==> src/rtl/ps2_keycode.sv <==
// PS/2 keyboard receiver: deframes 11-bit frames and keeps the last two valid
// bytes as uppercase ASCII hex in keyCode ({previous, latest}).
module ps2_keycode #(
  parameter int FILTER_LEN     = 8,
  parameter int TIMEOUT_CYCLES = 65_000
) (
  input  logic        clk,
  input  logic        rst,
  input  logic        ps2_clk,
  input  logic        ps2_data,
  output logic [31:0] keyCode,
  output logic        key_valid,
  output logic        frame_err
);

  localparam int FW = $clog2(FILTER_LEN + 1);
  localparam int TW = $clog2(TIMEOUT_CYCLES + 1);

  typedef enum logic [1:0] {ST_IDLE, ST_DATA, ST_PARITY, ST_STOP} state_e;

  function automatic logic [7:0] to_hex(input logic [3:0] n);
    return (n < 4'd10) ? 8'h30 + {4'h0, n} : 8'h37 + {4'h0, n};
  endfunction

  logic          clk_meta_q, clk_sync_q, data_meta_q, data_sync_q;
  logic          filt_q, filt_d;
  logic [FW-1:0] filt_cnt_q, filt_cnt_d;
  logic          fall_q, fall_d;
  state_e        state_q, state_d;
  logic [2:0]    bit_cnt_q, bit_cnt_d;
  logic [7:0]    shift_q, shift_d;
  logic          par_q, par_d;
  logic [TW-1:0] to_cnt_q, to_cnt_d;
  logic [31:0]   key_code_q, key_code_d;
  logic          key_valid_q, key_valid_d;
  logic          frame_err_q, frame_err_d;
  logic          timeout_hit;
  logic          frame_ok;

  // A timeout only counts when no falling edge arrives in the same cycle.
  assign timeout_hit = (state_q != ST_IDLE) && !fall_q
                       && (to_cnt_q == TW'(TIMEOUT_CYCLES - 1));
  assign frame_ok    = (^shift_q ^ par_q) & data_sync_q;

  // Glitch filter: level flips after FILTER_LEN consecutive differing samples.
  always_comb begin
    // NOTE: every comb output gets a default first so no path infers a latch.
    filt_d     = filt_q;
    filt_cnt_d = '0;
    if (clk_sync_q != filt_q) begin
      if (filt_cnt_q == FW'(FILTER_LEN - 1)) filt_d = ~filt_q;
      else                                   filt_cnt_d = filt_cnt_q + FW'(1);
    end
    fall_d = filt_q & ~filt_d;
  end

  always_ff @(posedge clk) begin
    // NOTE: state is updated with non-blocking assignments so every flop sees
    // pre-edge values regardless of statement order.
    if (rst) state_q <= ST_IDLE;
    else     state_q <= state_d;
  end

  always_comb begin
    state_d = state_q;
    case (state_q)
      ST_IDLE:   if (fall_q && !data_sync_q)         state_d = ST_DATA;
      ST_DATA:   if (fall_q && bit_cnt_q == 3'd7)    state_d = ST_PARITY;
      ST_PARITY: if (fall_q)                         state_d = ST_STOP;
      ST_STOP:   if (fall_q)                         state_d = ST_IDLE;
      default:                                       state_d = ST_IDLE;
    endcase
    if (timeout_hit) state_d = ST_IDLE;
  end

  always_comb begin
    bit_cnt_d   = bit_cnt_q;
    shift_d     = shift_q;
    par_d       = par_q;
    to_cnt_d    = '0;
    key_code_d  = key_code_q;
    key_valid_d = 1'b0;
    frame_err_d = 1'b0;
    if (state_q != ST_IDLE && !fall_q) to_cnt_d = to_cnt_q + TW'(1);
    case (state_q)
      ST_IDLE: if (fall_q && !data_sync_q) begin
        bit_cnt_d = '0;
        shift_d   = '0;
      end
      ST_DATA: if (fall_q) begin
        shift_d   = {data_sync_q, shift_q[7:1]};
        bit_cnt_d = bit_cnt_q + 3'd1;
      end
      ST_PARITY: if (fall_q) par_d = data_sync_q;
      ST_STOP: if (fall_q) begin
        if (frame_ok) begin
          key_code_d  = {key_code_q[15:0], to_hex(shift_q[7:4]), to_hex(shift_q[3:0])};
          key_valid_d = 1'b1;
        end else begin
          frame_err_d = 1'b1;
        end
      end
      default: ;
    endcase
    if (timeout_hit) begin
      frame_err_d = 1'b1;
      to_cnt_d    = '0;
      bit_cnt_d   = '0;
      shift_d     = '0;
    end
  end

  always_ff @(posedge clk) begin
    if (rst) begin
      clk_meta_q  <= 1'b1;
      clk_sync_q  <= 1'b1;
      data_meta_q <= 1'b1;
      data_sync_q <= 1'b1;
      filt_q      <= 1'b1;
      filt_cnt_q  <= '0;
      fall_q      <= 1'b0;
      bit_cnt_q   <= '0;
      shift_q     <= '0;
      par_q       <= 1'b0;
      to_cnt_q    <= '0;
      key_code_q  <= '0;
      key_valid_q <= 1'b0;
      frame_err_q <= 1'b0;
    end else begin
      clk_meta_q  <= ps2_clk;
      clk_sync_q  <= clk_meta_q;
      data_meta_q <= ps2_data;
      data_sync_q <= data_meta_q;
      filt_q      <= filt_d;
      filt_cnt_q  <= filt_cnt_d;
      fall_q      <= fall_d;
      bit_cnt_q   <= bit_cnt_d;
      shift_q     <= shift_d;
      par_q       <= par_d;
      to_cnt_q    <= to_cnt_d;
      key_code_q  <= key_code_d;
      key_valid_q <= key_valid_d;
      frame_err_q <= frame_err_d;
    end
  end

  assign keyCode   = key_code_q;
  assign key_valid = key_valid_q;
  assign frame_err = frame_err_q;

endmodule

==> config.mk <==
export PLATFORM = sky130hd
export DESIGN_NAME = ps2_keycode
export DESIGN_NICKNAME = d
export VERILOG_FILES = /design/src/rtl/ps2_keycode.sv
export SDC_FILE = /design/constraint.sdc
export NUM_CORES = 1
export LEC_CHECK = 0
export ABC_AREA = 1
export CAP_MARGIN = 25
export CORE_MARGIN = 2
export CORE_UTILIZATION = 45
export DETAILED_ROUTE_END_ITERATION = 6
export PLACE_DENSITY = 0.74
export SLEW_MARGIN = 40
export SYNTH_ARGS = -nofsm -noshare
export SYNTH_HDL_FRONTEND = slang
export SYNTH_SLANG_ARGS = --single-unit
==> constraint.sdc <==
create_clock -name clk -period 2.63 [get_ports clk]
set_input_delay 0.263 -clock clk [delete_from_list [all_inputs] [get_ports clk]]
set_output_delay 0.263 -clock clk [all_outputs]
set_load 0.01 [all_outputs]
==> results of run 1 <==
==> cells in the final DEF (no fill, tap or decap), types with 2 or more instances in the layout <==
cell type,Yosys,final
inv_2,2,2
o21ai_0,7,7
a21oi_1,40,40
clkdlybuf4s50_1,0,33
or2_2,4,4
nand4_1,29,29
buf_4,6,3
a31oi_1,2,2
nand2_2,6,6
conb_1,1,4
nand3_2,2,2
a21o_1,2,2
nor3_1,7,7
clkbuf_8,0,12
dfxtp_1,70,70
inv_1,52,52
nand2_1,85,85
a211oi_1,7,7
or2_0,2,2
clkinv_4,0,2
nor2_1,32,32
nand3_1,21,21
xor2_1,11,11
ha_1,15,15
==> area by class of cell <==
type,count,area [um^2],share of cell area (%)
Sequential cell,70,1400,36.5
Inverter,55,206,5.37
Timing Repair Buffer,36,353,9.18
Clock buffer,12,165,4.30
Multi-Input combinational cell,285,1560,40.7
Clock inverter,4,30.0,0.781
Tap cell,99,124,3.22
==> critical path, cell delays in order, from the launching register on <==
cell and delay, ns:
dfxtp_1 0.41, inv_1 0.10, ha_1 0.32, inv_1 0.07, nand2_1 0.06, nand2_1 0.06
nand2_1 0.07, nand2_1 0.07, nand2_2 0.06, nand2_4 0.22, nand3_4 0.35, a21oi_1 0.25
nor2_1 0.05
==> per-layer routing <==
metal	global-route usage (%)	wire length [um]	vias to the layer above
met5	0	0	-
met3	4.39	214	12
li1	-	-	1450
met2	30.3	3080	43
met1	21.6	3030	1254
met4	8.41	131	0
==> worst paths after layout <==
kind	endpoint	slack, ns	cells past startpoint
min	clk_sync_q	0.41	1
max	keyCode[10]	0.43	12
max reg2reg	keyCode[10]	0.43	12
min reg2reg	clk_sync_q	0.41	1
==> power breakdown <==
group          internal (W)  switching, W
registers           0.00106    0.00000127
clock network      0.000421      0.000420
logic             0.0000100     0.0000244
==> per-stage QoR <==
stage	power, W	cell area [um^2]
floorplan	0.00112	3310
global placement	0.00112	3650
detailed placement	0.00112	3650
CTS	0.00196	3840
global route	0.00201	3840
finish	0.00194	3840
==> state kept, by name, indices dropped and copies added, names as in the netlist <==
name,cells
bit_cnt_q,3
clk_meta_q,1
clk_sync_q,1
data_meta_q,1
data_sync_q,1
fall_q,1
filt_cnt_q,4
filt_q,1
frame_err,1
keyCode,28
key_valid,1
par_q,1
shift_q,8
state_q,2
to_cnt_q,16
==> cells by family after synthesis <==
family | Yosys count | synth area share, %
buf+inv | 76 | 10.5
simple gates | 193 | 27.8
flops | 70 | 42.5
compound gates | 61 | 10.3
fa+ha+maj | 15 | 5.69
xor+xnor | 12 | 3.19
other cells | 1 | 0.114
==> impl_metrics.py, run 1 <==
metrics = {
    "timing": {
        "grt_setup_unrepaired": "no",
        "tightest_slew_ns": 0.507,
        "finalClockSkew_ns": 0.00825,
        "setup_tns_ns": 0,
        "slew_headroom_pct": 66.2,
        "min_period_ns": 2.20,
        "finalHoldViolations": 0,
        "setup_viol": 0,
        "report.final.slew_viol_count": 0,
        "fin_crit_sh_pct": 83.5,
        "hold_slack_ns": 0.414,
        "fmax_mhz": 456,
        "timing.final.ws_setup_ns": 0.435,
    },
    "run_status": {
        "status": "complete, no violations",
    },
    "synth": {
        "synthesis.area_um2": 3300,
        "synth_area_leaders": "dfxtp_1 (42%), nand2_1 (9.7%), a21oi_1 (6.1%)",
        "async_reset_ff_share_pct": 0,
        "synth_cell_types": 34,
        "ys_ff_latch": 70,
        "synth_top_cell_by_area": "dfxtp_1",
        "syn_area_per_cell_um2": 7.71,
        "synth_most_common_cell": "nand2_1",
        "synth_common_cells": "nand2_1 (85), dfxtp_1 (70), inv_1 (52)",
        "yosysSeqAreaShare_pct": 42.5,
        "ys_warn_count": 0,
        "synth_edf_count": 0,
        "synthCells": 428,
        "synth_top_area_share_pct": 42.5,
        "synthFlopType": "dfxtp_1",
    },
    "clock_tree": {
        "clock_path_buffers": 2,
        "clock-sinks": 70,
        "cts_tree": "built",
        "cts_hold_buf": 0,
        "cts_resized": 0,
        "htreeDepth": 3,
        "cts_buffers": 9,
        "cts_root_buf": "clkbuf_8",
        "clk_pin_slew_worst_paths_ns": 0.08,
        "clkLatencyLatePin_ns": 0.35,
        "post_cts_buffers": 0,
    },
    "critical_path": {
        "path_class": "register to register",
        "cp-startpoint": "shift_q[1]",
        "required_ns": 2.88,
        "reg2reg_from": "shift_q[1]",
        "path_max_fanout": 31,
        "startpoint_type": "register",
        "end_kind": "register",
        "worstPathArrival_ns": 2.44,
    },
    "drt": {
        "routed_wl_um": 6460,
        "drt_iter0_drc": 195,
        "ant_nets": 0,
        "drt_first_pass_iters": 5,
        "route.vias.total": 2759,
        "routedWlPerCell_um": 11.5,
        "vias_per_cell": 4.92,
        "drc": 0,
    },
    "floorplanning": {
        "initial_core_util_pct": 46.0,
        "rows": 31,
        "fp.dieW_um": 89.6,
        "num_io_pins": 38,
        "die_y_um": 89.6,
        "core_area_um2": 7180,
        "dieArea_um2": 8030,
    },
    "grt": {
        "grt_pass1_wl_um": 11300,
        "grt_overflow": 0,
        "grt_antenna_before_repair": 0,
        "grt_util_all_layers_pct": 18.0,
        "grt_max_degree": 32,
        "grt_pass1_vias": 2565,
    },
    "placement": {
        "dp_hpwl_um": 4500,
        "dp_cells": 545,
        "gp_congestion": 0.823,
        "place_ws_ns": 0.452,
        "port_buffers": 33,
    },
    "final_layout": {
        "drive_gt1_share_pct": 8.44,
        "fin_cells": 561,
        "final_util_pct": 53.6,
        "fin_nets": 476,
        "insertedDiodeCount": 0,
        "fill_cells": 680,
        "area_delta_synth_final_pct": 16.5,
    },
    "pwr": {
        "ir_drop_uv": 244,
        "power_density_nw_per_um2": 504,
        "p_leak_nw": 1.48,
    },
    "run": {
        "drv_cap": 0,
    },
    "min_path": {
        "min_from": "clk_meta_q",
        "hold_class": "register to register",
    },
}
Power figures use the tool's default switching activity.
==> run 2: changes to the inputs <==
==> constraint.sdc (replaced) <==
create_clock -name clk -period 2.03 [get_ports clk]
set_input_delay 0.203 -clock clk [delete_from_list [all_inputs] [get_ports clk]]
set_output_delay 0.203 -clock clk [all_outputs]
set_load 0.01 [all_outputs]
==> run 2 against run 1 <==
Via count up 2.2%; sequential power up 30%; core utilization up 2.5 points; die area unchanged; flip-flop and latch count unchanged; largest cell class unchanged.
==> impl_metrics.py, run 2 (synthesis results as in run 1) <==
metrics = {
    "critical_path": {
        "end_kind": "register",
        "worstPathArrival_ns": 2.04,
        "startpoint_type": "register",
        "path_class": "register to register",
        "crit_slowest_cell": "nand2_1",
        "reg2reg_depth": 6,
        "cpPeakStageDelay_ns": 0.42,
        "path_max_fanout": 13,
        "r2r-end": "shift_q[5]",
        "cp_cell_sequence": "inv_1 > ha_1 > nor2_1 > nand4_1 > nand2_1 > a211oi_1",
        "cp.buffers_inverters": 1,
        "crit_family": "simple AND/OR/NAND/NOR gates",
        "reg2reg_from": "state_q[0]",
        "ff2ff_setup_slack_ns": 0.20,
        "required_ns": 2.24,
    },
    "final_layout": {
        "fill_cells": 647,
        "fin_cells": 569,
        "fin_nets": 484,
        "final_common_cell": "nand2_1",
        "area_delta_synth_final_pct": 22.0,
        "layout_common_cells": "nand2_1 (85), dfxtp_1 (68), inv_1 (52)",
        "drive_gt1_share_pct": 10.4,
        "largest_reg_flops": 28,
        "insertedDiodeCount": 0,
    },
    "floorplanning": {
        "core_area_um2": 7180,
        "rows": 31,
        "num_io_pins": 38,
        "die_y_um": 89.6,
        "fp.dieW_um": 89.6,
        "dieArea_um2": 8030,
        "initial_core_util_pct": 46.0,
    },
    "grt": {
        "grt_max_degree": 30,
        "grt_antenna_before_repair": 0,
        "grt_pass1_wl_um": 11500,
        "grt_overflow": 0,
        "grt_pass1_vias": 2613,
        "grt_util_all_layers_pct": 18.4,
    },
    "clock_tree": {
        "cts_root_buf": "clkbuf_8",
        "cts_buffers": 9,
        "cts_tree": "built",
        "htreeDepth": 3,
        "clock_path_buffers": 2,
        "clock-sinks": 70,
        "clk_pin_slew_worst_paths_ns": 0.08,
        "cts_hold_buf": 0,
        "clkLatencyLatePin_ns": 0.36,
    },
    "timing": {
        "finalHoldViolations": 0,
        "finalClockSkew_ns": 0.0142,
        "fin_crit_sh_pct": 90.0,
        "fmax_mhz": 547,
        "setup_viol": 0,
        "min_period_ns": 1.83,
        "report.final.slew_viol_count": 0,
        "setup_tns_ns": 0,
        "grt_setup_unrepaired": "no",
        "timing.final.ws_setup_ns": 0.203,
    },
    "min_path": {
        "holdPathEnd": "data_meta_q",
        "hold_class": "input pin to register",
        "min_path_cells": 2,
        "min_from": "ps2_data",
    },
    "placement": {
        "gp_congestion": 0.850,
        "dp_hpwl_um": 4560,
        "port_buffers": 33,
        "dp_cells": 549,
        "place_ws_ns": -0.0103,
    },
    "run_status": {
        "status": "complete, no violations",
    },
    "pwr": {
        "p_leak_nw": 1.55,
        "power_density_nw_per_um2": 730,
        "totalPowerFinal_w": 0.00294,
        "ir_drop_uv": 363,
    },
    "drt": {
        "routed_wl_um": 6770,
        "ant_nets": 0,
        "drt_iter0_drc": 159,
        "drt_first_pass_iters": 4,
        "drc": 0,
        "vias_per_cell": 4.96,
        "routedWlPerCell_um": 11.9,
        "route.vias.total": 2820,
    },
    "run": {
        "drv_cap": 0,
    },
}
## run 2: changes by cell type in the layout (fill, tap and decap cells not counted), moves of 2 or more
| cell | previous run | this run |
|---|---|---|
| buf_4 | 3 | 8 |
| bufinv_16 | 0 | 4 |
| clkbuf_8 | 12 | 10 |
| clkinv_4 | 2 | 0 |
| dfxtp_1 | 70 | 68 |
| dfxtp_2 | 0 | 2 |
| nand3_4 | 1 | 3 |
## run 2: worst max-delay path by stage
stage	startpoint	end	slack, ns	cells after the start
after CTS	shift_q[5]	keyCode[11]	0.06	12
after global placement	shift_q[5]	keyCode[2]	0.09	12
after detailed placement	shift_q[5]	keyCode[2]	-0.01	11
after global routing	shift_q[5]	keyCode[24]	0.0007	12
final	state_q[0]	shift_q[5]	0.20	6
after floorplan	shift_q[2]	keyCode[10]	0.38	9
## run 2: power breakdown
| part | leakage, nW | switching, W | internal [W] |
|---|---|---|---|
| Sequential | 0.566 | 0.00000198 | 0.00138 |
| Combinational | 0.855 | 0.0000325 | 0.0000143 |
| Clock | 0.134 | 0.000535 | 0.000979 |
## run 2: layer usage
layer / part of all wire (%) / GRT usage, % / up-vias
li1: - / - / 1464
met1: 45 / 21.6 / 1288
met2: 49 / 31.6 / 58
met3: 4.1 / 4.48 / 10
met4: 1.7 / 8.41 / 0
met5: 0 / 0 / -
## run 2: per-stage QoR
| stage | utilization, % | instance area (um^2) | hold slack, ns |
|---|---|---|---|
| 3_3_place_gp | 51.3 | 3680 | 0.393 |
| 6_report | 56.1 | 4030 | 0.400 |
| 3_5_place_dp | 51.3 | 3680 | 0.396 |
| 4_1_cts | 55.2 | 3960 | 0.399 |
| 2_1_floorplan | - | 3310 | 0.307 |
| 5_1_grt | 56.1 | 4030 | 0.396 |
## run 2: layout make-up
class	count	area (um^2)	share of cell area, %
clock buffer	11	141	3.51
tap	99	124	3.08
timing repair buffer	42	405	10.1
clock inverter	5	129	3.20
inverter	55	206	5.13
sequential	70	1400	34.9
multi-input combinational	287	1620	40.1
## run 2: worst reg2reg max path, cell delays in order, from the launching register on
cell,delay (ns)
dfxtp_1,0.39
inv_1,0.10
ha_1,0.25
nor2_1,0.19
nand4_1,0.22
nand2_1,0.42
a211oi_1,0.10
## run 2: timing repair
| action | 4_1_cts | 5_1_grt |
|---|---|---|
| gates resized for setup | 0 | 8 |
| endpoints found under the setup margin | 3 | 30 |
| pin swaps | 1 | 2 |
| buffers inserted | 0 | 2 |
| endpoints found under the hold margin | 0 | 0 |
| gates cloned | 1 | 1 |
==> run 3: changes to the inputs <==
--- a/config.mk
+++ b/config.mk
@@ -7,8 +7,10 @@
 export LEC_CHECK = 0
 export ABC_AREA = 1
 export CAP_MARGIN = 25
+export CORE_ASPECT_RATIO = 1.2
 export CORE_MARGIN = 2
 export CORE_UTILIZATION = 45
+export CTS_CLUSTER_SIZE = 16
 export DETAILED_ROUTE_END_ITERATION = 6
 export PLACE_DENSITY = 0.74
 export SLEW_MARGIN = 40
==> run 3 against run 2 <==
Highest routed layer unchanged; setup slack got worse by 0.037 ns; die area about the same; critical endpoint is now keyCode[3]; clock skew decreased by 0.0022 ns; design area decreased by 2.0%; clock power decreased by 20%.
==> impl_metrics.py, run 3 (synthesis results as in run 1) <==
metrics = {
    "run_status": {
        "status": "complete, no violations",
    },
    "timing": {
        "finalHoldViolations": 0,
        "setup_viol": 0,
        "setup_tns_ns": 0,
        "fin_crit_sh_pct": 91.8,
        "fmax_mhz": 536,
        "finalClockSkew_ns": 0.0120,
        "report.final.slew_viol_count": 0,
        "tightest_slew_ns": 0.511,
        "slew_headroom_pct": 65.9,
        "min_period_ns": 1.86,
    },
    "critical_path": {
        "reg2reg_from": "shift_q[1]",
        "required_ns": 2.28,
        "reg2reg_depth": 12,
        "worstPathArrival_ns": 2.12,
        "path_max_fanout": 13,
        "startpoint_type": "register",
        "ff2ff_setup_slack_ns": 0.17,
        "end_kind": "register",
        "path_class": "register to register",
        "r2r-end": "keyCode[3]",
    },
    "drt": {
        "ant_nets": 0,
        "routed_wl_um": 6820,
        "drc": 0,
        "routedWlPerCell_um": 12.2,
        "route.vias.total": 2823,
        "drt_iter0_drc": 75,
        "drt_first_pass_iters": 4,
        "vias_per_cell": 5.05,
    },
    "pwr": {
        "p_sw_w": 0.000555,
        "pwr-share-clk_pct": 45.9,
        "totalPowerFinal_w": 0.00264,
        "p_leak_nw": 1.52,
        "power_density_nw_per_um2": 668,
        "internal_power_w": 0.00208,
        "power.share.switching_pct": 21.1,
        "seqPwrFrac_pct": 52.4,
        "ir_drop_uv": 527,
        "power_frac_comb_pct": 1.7,
    },
    "final_layout": {
        "largest_reg_flops": 28,
        "fin_nets": 483,
        "area_delta_synth_final_pct": 19.6,
        "fin_cells": 559,
        "final_common_cell": "nand2_1",
        "area.sequential_um2": 1400,
        "fill_cells": 658,
        "drive_gt1_share_pct": 10.2,
        "layout_common_cells": "nand2_1 (85), dfxtp_1 (68), inv_1 (52)",
        "insertedDiodeCount": 0,
        "multi_input_area_um2": 1610,
    },
    "placement": {
        "gp_congestion": 0.782,
        "dp_cells": 541,
        "port_buffers": 33,
        "dp_hpwl_um": 4480,
    },
    "clock_tree": {
        "cts_buffers": 9,
        "clk_pin_slew_worst_paths_ns": 0.08,
        "htreeDepth": 3,
        "cts_hold_buf": 0,
        "cts_tree": "built",
        "clock-sinks": 70,
        "clkLatencyLatePin_ns": 0.35,
        "clock_path_buffers": 2,
        "cts_root_buf": "clkbuf_8",
    },
    "min_path": {
        "hold_class": "input pin to register",
        "min_from": "ps2_clk",
        "holdPathEnd": "clk_meta_q",
        "min_path_cells": 2,
    },
    "grt": {
        "grt_pass1_wl_um": 11200,
        "grt_pass1_vias": 2551,
        "grt_overflow": 0,
        "grt_util_all_layers_pct": 17.8,
        "grt_max_degree": 32,
        "grt_antenna_before_repair": 0,
    },
    "floorplanning": {
        "rows": 34,
        "num_io_pins": 38,
        "dieArea_um2": 8040,
        "die_y_um": 97.8,
        "initial_core_util_pct": 45.9,
        "core_area_um2": 7190,
        "fp.dieW_um": 82.2,
    },
    "run": {
        "drv_cap": 0,
    },
}
==> run 3: changes by cell type in the layout (fill, tap and decap cells not counted), sizes merged <==
cell,previous run,this run
clkinv,1,4
bufinv,4,2
clkinvlp,0,1
clkbuf,11,10
inv,55,54
buf,9,8
==> run 3: worst max-delay path, cell delays in order, from the launching register on <==
cell	delay, ns
dfxtp_2	0.36
inv_1	0.08
ha_1	0.32
inv_1	0.05
nand2_1	0.07
nand3_1	0.13
nand2_1	0.13
nand2_2	0.07
nand2_4	0.13
buf_6	0.17
nand4_1	0.12
nand2_1	0.11
nor2_1	0.04
==> run 3: layout make-up <==
type / instances / share of cell area (%)
inverters: 55 / 5.23
clock buffers: 10 / 3.23
flip-flops and latches: 70 / 35.6
repair buffers: 41 / 10.1
well taps: 90 / 2.85
clock inverters: 6 / 2.19
multi-input cells: 287 / 40.8
==> run 3: how the worst max path moves through the flow <==
stage / to / slack (ns) / start
floorplan: keyCode[10] / 0.38 / shift_q[2]
global placement: keyCode[10] / 0.17 / shift_q[5]
detailed placement: keyCode[2] / 0.07 / shift_q[5]
CTS: keyCode[2] / 0.01 / shift_q[5]
global route: keyCode[27] / -0.02 / shift_q[1]
finish: keyCode[3] / 0.17 / shift_q[1]
==> run 3: timing repair <==
action	in CTS	in global routing
resized for setup	0	7
buffers inserted	0	0
setup endpoints to repair	0	30
==> run 3: stage by stage <==
stage	area, um^2	hold WS [ns]	setup WS, ns	util (%)
2_1_floorplan	3310	0.307	0.378	-
3_3_place_gp	3670	0.393	0.166	51.1
3_5_place_dp	3670	0.399	0.0714	51.1
4_1_cts	3890	0.394	0.0140	54.1
5_1_grt	3950	0.410	-0.0190	54.9
6_report	3950	0.416	0.166	54.9
==> run 3: power groups by stage <==
| stage | registers, W | logic (W) | clock network, W |
|---|---|---|---|
| final | 0.00138 | 0.0000453 | 0.00121 |
| after floorplan | 0.00141 | 0.0000357 | 0 |
| after global routing | 0.00138 | 0.0000507 | 0.00129 |
| after global placement | 0.00141 | 0.0000444 | 0 |
| after CTS | 0.00138 | 0.0000445 | 0.00125 |
| after detailed placement | 0.00141 | 0.0000451 | 0 |
==> run 3: layer usage <==
layer | GRT usage (%) | vias to the layer above | wire length [um]
met5 | 0 | - | 0
met1 | 21.0 | 1288 | 3010
met4 | 9.62 | 0 | 127
met2 | 29.6 | 58 | 3420
met3 | 3.70 | 7 | 252
li1 | - | 1470 | -
